## src/rtl/net2axis_arbiter.sv

```systemverilog
// net2axis_arbiter
// Packet-granular round-robin merge of C_NUM_SLAVES AXI-Stream inputs onto one
// registered AXI-Stream output. A grant is held from the first beat up to and
// including TLAST, so packets from different inputs never interleave.
module net2axis_arbiter #(
    parameter int C_TDATA_WIDTH = 32,
    parameter int C_NUM_SLAVES  = 4,
    parameter int C_IDX_WIDTH   = 2
) (
    input  logic                                      ACLK,
    input  logic                                      ARESETN,
    input  logic [C_NUM_SLAVES-1:0]                   S_AXIS_TVALID,
    input  logic [C_NUM_SLAVES*C_TDATA_WIDTH-1:0]     S_AXIS_TDATA,
    input  logic [C_NUM_SLAVES*C_TDATA_WIDTH/8-1:0]   S_AXIS_TKEEP,
    input  logic [C_NUM_SLAVES-1:0]                   S_AXIS_TLAST,
    output logic [C_NUM_SLAVES-1:0]                   S_AXIS_TREADY,
    output logic                                      M_AXIS_TVALID,
    output logic [C_TDATA_WIDTH-1:0]                  M_AXIS_TDATA,
    output logic [C_TDATA_WIDTH/8-1:0]                M_AXIS_TKEEP,
    output logic                                      M_AXIS_TLAST,
    input  logic                                      M_AXIS_TREADY,
    output logic [C_IDX_WIDTH-1:0]                    GRANT_IDX,
    output logic                                      BUSY,
    output logic [31:0]                               PKT_COUNT
);

    localparam int          W  = C_TDATA_WIDTH;
    localparam int          KW = C_TDATA_WIDTH / 8;
    localparam int unsigned NU = C_NUM_SLAVES;

    typedef enum logic {
        ST_IDLE = 1'b0,
        ST_BUSY = 1'b1
    } state_t;

    state_t                 state_q;
    state_t                 state_nxt;
    logic [C_IDX_WIDTH-1:0] grant_q;
    logic [C_IDX_WIDTH-1:0] grant_nxt;

    logic                   arb_found;
    logic [C_IDX_WIDTH-1:0] arb_idx;
    logic [C_IDX_WIDTH-1:0] cand;

    logic                   sel_valid;
    logic [W-1:0]           sel_data;
    logic [KW-1:0]          sel_keep;
    logic                   sel_last;
    logic                   sel_ready;
    logic                   s_fire;

    logic [31:0]            pkt_cnt;

    // Round-robin search starting just after the last granted input
    always_comb begin
        arb_found = 1'b0;
        arb_idx   = grant_q;
        cand      = '0;
        for (int unsigned k = 1; k <= NU; k++) begin
            cand = C_IDX_WIDTH'((32'(grant_q) + k) % NU);
            if (!arb_found && S_AXIS_TVALID[cand]) begin
                arb_found = 1'b1;
                arb_idx   = cand;
            end
        end
    end

    // Mux the granted input lane and form its handshake
    always_comb begin
        sel_valid = S_AXIS_TVALID[grant_q];
        sel_data  = S_AXIS_TDATA[32'(grant_q) * W +: W];
        sel_keep  = S_AXIS_TKEEP[32'(grant_q) * KW +: KW];
        sel_last  = S_AXIS_TLAST[grant_q];
        // Only M_AXIS_TREADY reaches S_AXIS_TREADY combinationally
        sel_ready = (state_q == ST_BUSY) && (!M_AXIS_TVALID || M_AXIS_TREADY);
        s_fire    = sel_ready && sel_valid;
    end

    // Per-input ready: only the granted input sees the output slot state
    always_comb begin
        S_AXIS_TREADY          = '0;
        S_AXIS_TREADY[grant_q] = sel_ready;
    end

    // Next-state: IDLE spends one cycle arbitrating, BUSY ends on accepted TLAST
    always_comb begin
        state_nxt = state_q;
        grant_nxt = grant_q;
        case (state_q)
            ST_IDLE: begin
                if (arb_found) begin
                    grant_nxt = arb_idx;
                    state_nxt = ST_BUSY;
                end
            end
            ST_BUSY: begin
                if (s_fire && sel_last) begin
                    state_nxt = ST_IDLE;
                end
            end
            default: begin
                state_nxt = ST_IDLE;
            end
        endcase
    end

    // State and grant registers; grant resets to N-1 so input 0 wins first
    always_ff @(posedge ACLK or negedge ARESETN) begin
        if (!ARESETN) begin
            state_q <= ST_IDLE;
            grant_q <= C_IDX_WIDTH'(C_NUM_SLAVES - 1);
        end else begin
            state_q <= state_nxt;
            grant_q <= grant_nxt;
        end
    end

    // Output register: loads on an accepted beat, empties when the sink takes it
    always_ff @(posedge ACLK or negedge ARESETN) begin
        if (!ARESETN) begin
            M_AXIS_TVALID <= 1'b0;
            M_AXIS_TDATA  <= '0;
            M_AXIS_TKEEP  <= '0;
            M_AXIS_TLAST  <= 1'b0;
        end else if (s_fire) begin
            M_AXIS_TVALID <= 1'b1;
            M_AXIS_TDATA  <= sel_data;
            M_AXIS_TKEEP  <= sel_keep;
            M_AXIS_TLAST  <= sel_last;
        end else if (M_AXIS_TREADY) begin
            M_AXIS_TVALID <= 1'b0;
            M_AXIS_TLAST  <= 1'b0;
        end
    end

    // Packet counter, bumped on each output TLAST handshake, free-running wrap
    always_ff @(posedge ACLK or negedge ARESETN) begin
        if (!ARESETN) begin
            pkt_cnt <= '0;
        end else if (M_AXIS_TVALID && M_AXIS_TREADY && M_AXIS_TLAST) begin
            pkt_cnt <= pkt_cnt + 32'd1;
        end
    end

    // Status outputs
    always_comb begin
        GRANT_IDX = grant_q;
        BUSY      = (state_q == ST_BUSY);
        PKT_COUNT = pkt_cnt;
    end

endmodule

```

## config.mk

```make
export PLATFORM = sky130hd
export DESIGN_NAME = net2axis_arbiter
export DESIGN_NICKNAME = d
export VERILOG_FILES = /design/src/rtl/net2axis_arbiter.sv
export SDC_FILE = /design/constraint.sdc
export NUM_CORES = 1
export LEC_CHECK = 0
export ABC_AREA = 0
export BUFFER_PORTS_ARGS = -buffer_cell sky130_fd_sc_hd__buf_2
export CELL_PAD_IN_SITES_DETAIL_PLACEMENT = 0
export CELL_PAD_IN_SITES_GLOBAL_PLACEMENT = 1
export CORE_MARGIN = 2
export CORE_UTILIZATION = 25
export DETAILED_ROUTE_END_ITERATION = 16
export GPL_TIMING_DRIVEN = 0
export MAX_ROUTING_LAYER = met4
export PLACE_DENSITY_LB_ADDON = 0.1
export SKIP_LAST_GASP = 1
export SLEW_MARGIN = 20
export SYNTH_ARGS = -nofsm -noshare
export SYNTH_HDL_FRONTEND = slang
export SYNTH_SLANG_ARGS = --single-unit
```

## constraint.sdc

```tcl
create_clock -name ACLK -period 5.5 [get_ports ACLK]
set_input_delay 0.55 -clock ACLK [delete_from_list [all_inputs] [get_ports ACLK]]
set_output_delay 0.55 -clock ACLK [all_outputs]
set_load 0.1 [all_outputs]
```

=== Word-level counts from Yosys, hierarchy flattened ===
Cells that the tools add are included.
W data, S select, Z words.

* Add/sub/neg operators: 5
* $lt $le $gt $ge: 6
* Shift-type cells: 2
* Mux-type cells: 28
* Bitwise gates (word level): 2
* Reductions and logical operators: 17

{| class="wikitable"
|+ Operators by type and width
! cell !! number
|-
| $shiftx A128 B8 Y32 || 1
|-
| $add A32 B1 Y32 const B || 1
|-
| $mux W1 || 16
|-
| $shiftx A16 B5 Y4 || 1
|-
| $lt A2 B3 Y1 const B || 5
|-
| $bmux W1 S2 || 6
|-
| $logic_and A1 B1 Y1 || 9
|-
| $mux W2 || 4
|-
| $add A2 B1 Y2 const B || 2
|-
| $add A2 B2 Y2 const B || 2
|-
| $and A4 B4 Y4 || 1
|-
| $logic_not A1 Y1 || 4
|-
| $reduce_bool A4 Y1 || 1
|-
| $reduce_and A3 Y1 || 1
|-
| $demux W1 S2 || 1
|-
| $ge A2 B1 Y1 const B || 1
|-
| $pmux W1 S2 || 1
|-
| $reduce_bool A2 Y1 || 1
|-
| $logic_or A1 B1 Y1 || 1
|-
| $not A1 Y1 || 1
|}

* Register bits after elaboration: 73
* Input bits: 155
* Output and inout bits: 77
* Word-level logic and storage cells: 67

=== Longest topological paths before layout ===
* Depth after elaboration: 15
* Gate-level depth with buffers: 9

=== Least setup slack after synthesis ===
OpenSTA, ideal clock, no wires.

* Kind: flip-flop to flip-flop
* Start: register grant_q[0], in the netlist GRANT_IDX[0]
* End: register state_q, in the netlist BUSY
* Arrival time: 2.875 ns
* Data required time: 5.375 ns
* Path slack: 2.499 ns
* Stages on the path, launching flop included: 10
* Cell sequence: dfstp_2 > buf_2 > buf_2 > inv_1 > ha_1 > clkbuf_1 > mux4_2 > or2_1 > nor4_1 > nor2_1

* Longest elaborated chain between the ends: 15
* Elaborated cells on any way between the ends: 31
* Classes of those cells: 4 x add/sub; 19 x mux; 8 x reduce/logical

{| class="wikitable"
|+ Ends and longest elaborated chain
! item !! RTL line !! RTL
|-
| from (decl) || 38 || <nowiki>logic [C_IDX_WIDTH-1:0] grant_q;</nowiki>
|-
| from (signal assigned) || 111 || <nowiki>grant_q <= C_IDX_WIDTH'(C_NUM_SLAVES - 1);</nowiki>
|-
| from (signal assigned) || 114 || <nowiki>grant_q <= grant_nxt;</nowiki>
|-
| $add A2 B1 Y2 || 60 || <nowiki>cand = C_IDX_WIDTH'((32'(grant_q) + k) % NU);</nowiki>
|-
| $bmux W1 S2 || 61 || <nowiki>if (!arb_found && S_AXIS_TVALID[cand]) begin</nowiki>
|-
| $mux W1 (implied by the code) || 61 ||
|-
| $mux W1 || 61 ||
|-
| $logic_not A1 Y1 || 61 ||
|-
| $logic_and A1 B1 Y1 || 61 ||
|-
| $mux W1 || 61 ||
|-
| $logic_not A1 Y1 || 61 ||
|-
| $logic_and A1 B1 Y1 || 61 ||
|-
| $mux W1 || 61 ||
|-
| $logic_not A1 Y1 || 61 ||
|-
| $logic_and A1 B1 Y1 || 61 ||
|-
| $mux W1 || 61 ||
|-
| $mux W1 || 91 || <nowiki>if (arb_found) begin</nowiki>
|-
| $pmux W1 S2 * || 89 || <nowiki>case (state_q)</nowiki>
|-
| named net state_nxt || 37 || <nowiki>state_t state_nxt;</nowiki>
|-
| to (signal assigned) || 113 || <nowiki>state_q <= state_nxt;</nowiki>
|-
| to (decl) || 36 || <nowiki>state_t state_q;</nowiki>
|}

Mark *: on every way through the listed nets, which the timed path passes. The rest lies on a longest branch. The select of a mux whose other input is x is not followed.
A chain may end at the register's enable or synchronous reset.

=== Worst setup path after layout ===
Ends and elaborated chain as after synthesis.

==> metrics.md <==
| Metric | Value |
|---|---|
| Status | completed |
| HP Class | in2async |
| Yosys warning total | 0 |
| Area Growth Syn to Fin | 41.6% |
| Setup repair bufs after CTS | 0 |
| First-pass GRT wire length | between 15000 and 20000 um |
| GP Congestion | between 0.7 and 0.8 |
| Router iterations before antenna repair | 4 |
| Worst setup path start | GRANT_IDX[0]$_DFFE_PN1P_ |
| Worst path depth | 9 |
| DRT iter0 DRCs | 111 |
| Sequential share of the synthesized area | 0.440 |
| Placed cell area | around 5600 um^2 |
| Clock Power Share | 0.137 |
| Total Die Area | 17700 um^2 |
| Post-Synthesis Cells | between 200 and 300 |
| Cell family with most CP delay | buffers and inverters |
| Worst-path fanout max | 10 |
| Initial core utilization | 0.253 |
| Worst EP required | 5720 ps |
| Setup TNS | 0 ps |
| Ports | approximately 230 |
| Sw frac | 0.557 |
| Post-CTS resize count | 0 |
| Worst slew pin tran | 781 ps |
| Nets | 702 |
| Num CTS Buffers | 9 |
| Max Freq | 356 MHz |
| Antenna-violating nets left | 0 |
| Core Util, Final | 0.359 |
| Startpoint type of the worst setup path | register |
| Logic pwr share | 0.657 |
| CP max stage cell | dfstp_2 |
| Setup Crit Path Kind | reg2reg |
| Setup Skew | 7.54 ps |
| Hold Buf Count CTS | 0 |
| Vias in the first global route | about 3700 |
| Largest net degree at the start of global routing | 38 |
| RSZ-0062 raised after global routing | false |
| Final WL | roughly 13000 um |
| Die span in y | approximately 130 um |
| Synthesized area | a little over 4000 um^2 |
| Period utilization | 0.510 |
| Initial antenna violation count | 2 |
| CTS sink cnt | 73 |
| Final Cell Area | 5890 um^2 |
| Post-synth cell types | 38 |
| Vias | around 3500 |
| CTS max path bufs | 2 |
| Worst Slack Setup Final | ~2700 ps |
| Drt drc | 0 |
| Worst setup endpoint | BUSY$_DFF_PN0_ |
| Clk pin slew, worst setup/hold paths | ~60 ps |
| WP buf/inv | 4 |
| Seq pwr share | 0.206 |
| Vias per Instance | around 4.6 |
| Mapped Avg Cell Area | 13.9 um^2 |
| Leakage power | 2.82 nW |
| Fin crit period | about 2800 ps |
| Ratio of cells with drive above 1 in the final layout | 0.614 |
| Worst ir drop on vdd | 302 uV |
| CTS root buffer | clkbuf_16 |
| End of the worst register-to-register path | BUSY$_DFF_PN0_ |
| P_sw | 0.00220 W |
| Max-Cap Viols | 0 |
| Max incr delay on CP | approximately 560 ps |
| Internal power | 0.00175 W |
| Detail Placement HPWL | ~10000 um |
| Pwr per Cell Area | 671 nW/um^2 |
| Remaining global-route overflow | 0 |
| FF+latch count, synth | 73 |
| Die span in x | about 130 um |
| Most used cell along the critical path | buf_2 |
| CTS tree | yes |
| Place WS | 2670 ps |
| Num rows | 47 |
| Arrival time at the worst endpoint | 3020 ps |
| Slew Viols, Final | 0 |
| Final-report hold violation count | 0 |
| R2R depth | 9 |
| CP Cell Sequence | buf_2, buf_2, inv_1, ha_1, clkbuf_1, mux4_2, or2_1, nor4_1, nor2_1 |
| Routed wire per std cell | about 16 um |
| Reg2reg start | GRANT_IDX[0]$_DFFE_PN1P_ |
| Headroom to the max-slew limit | 0.474 |
| Capturing element type of the critical path | register |
| H-tree levels | 3 |
| R2R Setup Slk | roughly 2700 ps |
| IO Port Bufs | ~230 |
| Total Routing Usage GR | 0.150 |
| Synth Net Count | between 400 and 500 |
| Clock Latency Late Sink | between 300 and 400 ps |
| Final setup viols | 0 |
| Area of the core | 16400 um^2 |
## layout make-up
class / instances / area [um^2]
fill: 1682 / 10500
buffer: 18 / 105
timing repair buffer: 232 / 1180
antenna: 2 / 5.00
sequential: 73 / 1830
multi-input combinational: 202 / 2200
clock inverter: 7 / 45.0
inverter: 6 / 22.5
clock buffer: 9 / 225
tap: 220 / 275
## worst register-to-register path, stage by stage, from the launching register on
cell      delay, ps
dfstp_2         560
buf_2           220
buf_2           320
inv_1           150
ha_1            300
clkbuf_1        250
mux4_2          370
or2_1           240
nor4_1          230
nor2_1           60
## state kept, by name (all words and copies together), names as in the netlist
register / count
M_AXIS_TDATA: 32
PKT_COUNT: 32
M_AXIS_TKEEP: 4
GRANT_IDX: 2
BUSY: 1
M_AXIS_TLAST: 1
M_AXIS_TVALID: 1
## cells in the mapped netlist, drive strengths merged
library cell | number | area, um^2
a21oi | 2 | 10.0
a221o | 1 | 10.0
a22o | 2 | 17.5
a31o | 1 | 8.76
a31oi | 1 | 6.26
and2 | 2 | 12.5
and3 | 8 | 50.1
and4 | 2 | 17.5
buf | 12 | 82.6
clkbuf | 6 | 22.5
dfrtp | 71 | 1780
dfstp | 2 | 52.6
ha | 5 | 62.6
inv | 6 | 22.5
mux2 | 38 | 428
mux4 | 41 | 923
nand2 | 12 | 45.0
nand2b | 1 | 6.26
nand3 | 10 | 55.1
nand4 | 17 | 106
nand4b | 2 | 17.5
nor2 | 9 | 33.8
nor2b | 2 | 12.5
nor3 | 4 | 20.0
nor4 | 6 | 52.6
o211ai | 1 | 7.51
o21a | 1 | 7.51
o21ai | 1 | 5.00
o22ai | 1 | 6.26
or2 | 1 | 6.26
xnor2 | 25 | 219
xor2 | 6 | 52.6
## stage by stage
stage | total power [W] | cells | hold WS (ps)
finish | 0.00395 | 769 | 169
detailed placement | 0.00346 | 751 | 462
global placement | 0.00344 | 750 | 464
global route | 0.00415 | 769 | 193
floorplan | 0.00296 | 299 | 254
CTS | 0.00402 | 767 | 180
## how the worst min path moves through the flow
stage                              start                        end  slack, ps  cells past startpoint
2_1_floorplan                    ARESETN             BUSY$_DFF_PN0_        250                      0
3_3_place_gp   PKT_COUNT[31]$_DFFE_PN0P_  PKT_COUNT[31]$_DFFE_PN0P_        460                      1
3_5_place_dp   PKT_COUNT[31]$_DFFE_PN0P_  PKT_COUNT[31]$_DFFE_PN0P_        460                      1
4_1_cts                          ARESETN  PKT_COUNT[12]$_DFFE_PN0P_        180                      1
5_1_grt                          ARESETN  PKT_COUNT[12]$_DFFE_PN0P_        190                      1
6_report                         ARESETN  PKT_COUNT[12]$_DFFE_PN0P_        170                      1
## layout by cell type, fill, tap and decap left out, types with 9 or more instances in the layout
cell type  count
xnor2_1       25
dfrtp_1       71
nand2_1       12
nand4_1       17
buf_2        236
mux2_2        30
mux4_2        41
nand3_1        9
nor2_1         9
clkbuf_16      9
## metal layers
| layer | wire (um) | share of wire | track usage | vias up |
|---|---|---|---|---|
| li1 | - | - | - | 1644 |
| met1 | 4800 | 0.38 | 0.160 | 1749 |
| met2 | 6590 | 0.53 | 0.265 | 135 |
| met3 | 905 | 0.072 | 0.0452 | 16 |
| met4 | 221 | 0.018 | 0.0502 | 0 |
| met5 | 0 | 0 | - | - |
## power groups by stage
stage          Sequential, W  Combinational (W)  Clock [W]
2_1_floorplan        0.00202           0.000947          0
3_3_place_gp        0.000816            0.00263          0
3_5_place_dp        0.000819            0.00264          0
4_1_cts             0.000814            0.00264   0.000569
5_1_grt             0.000836            0.00273   0.000592
6_report            0.000813            0.00259   0.000543
## kinds of logic (layout without fill, tap and decap cells)
kind of cell	Yosys count	count (layout)	synth area share
DFF	73	73	0.440
muxes	79	79	0.325
other	0	2	0
AOI/OAI and AO/OA	11	11	0.0190
and+or+nand+nor	76	76	0.105
adders and majority gates	5	5	0.0151
xor gates and xnor gates	31	31	0.0653
buffers and inverters	24	272	0.0307
Note: power is estimated with default switching activity, not from simulation.
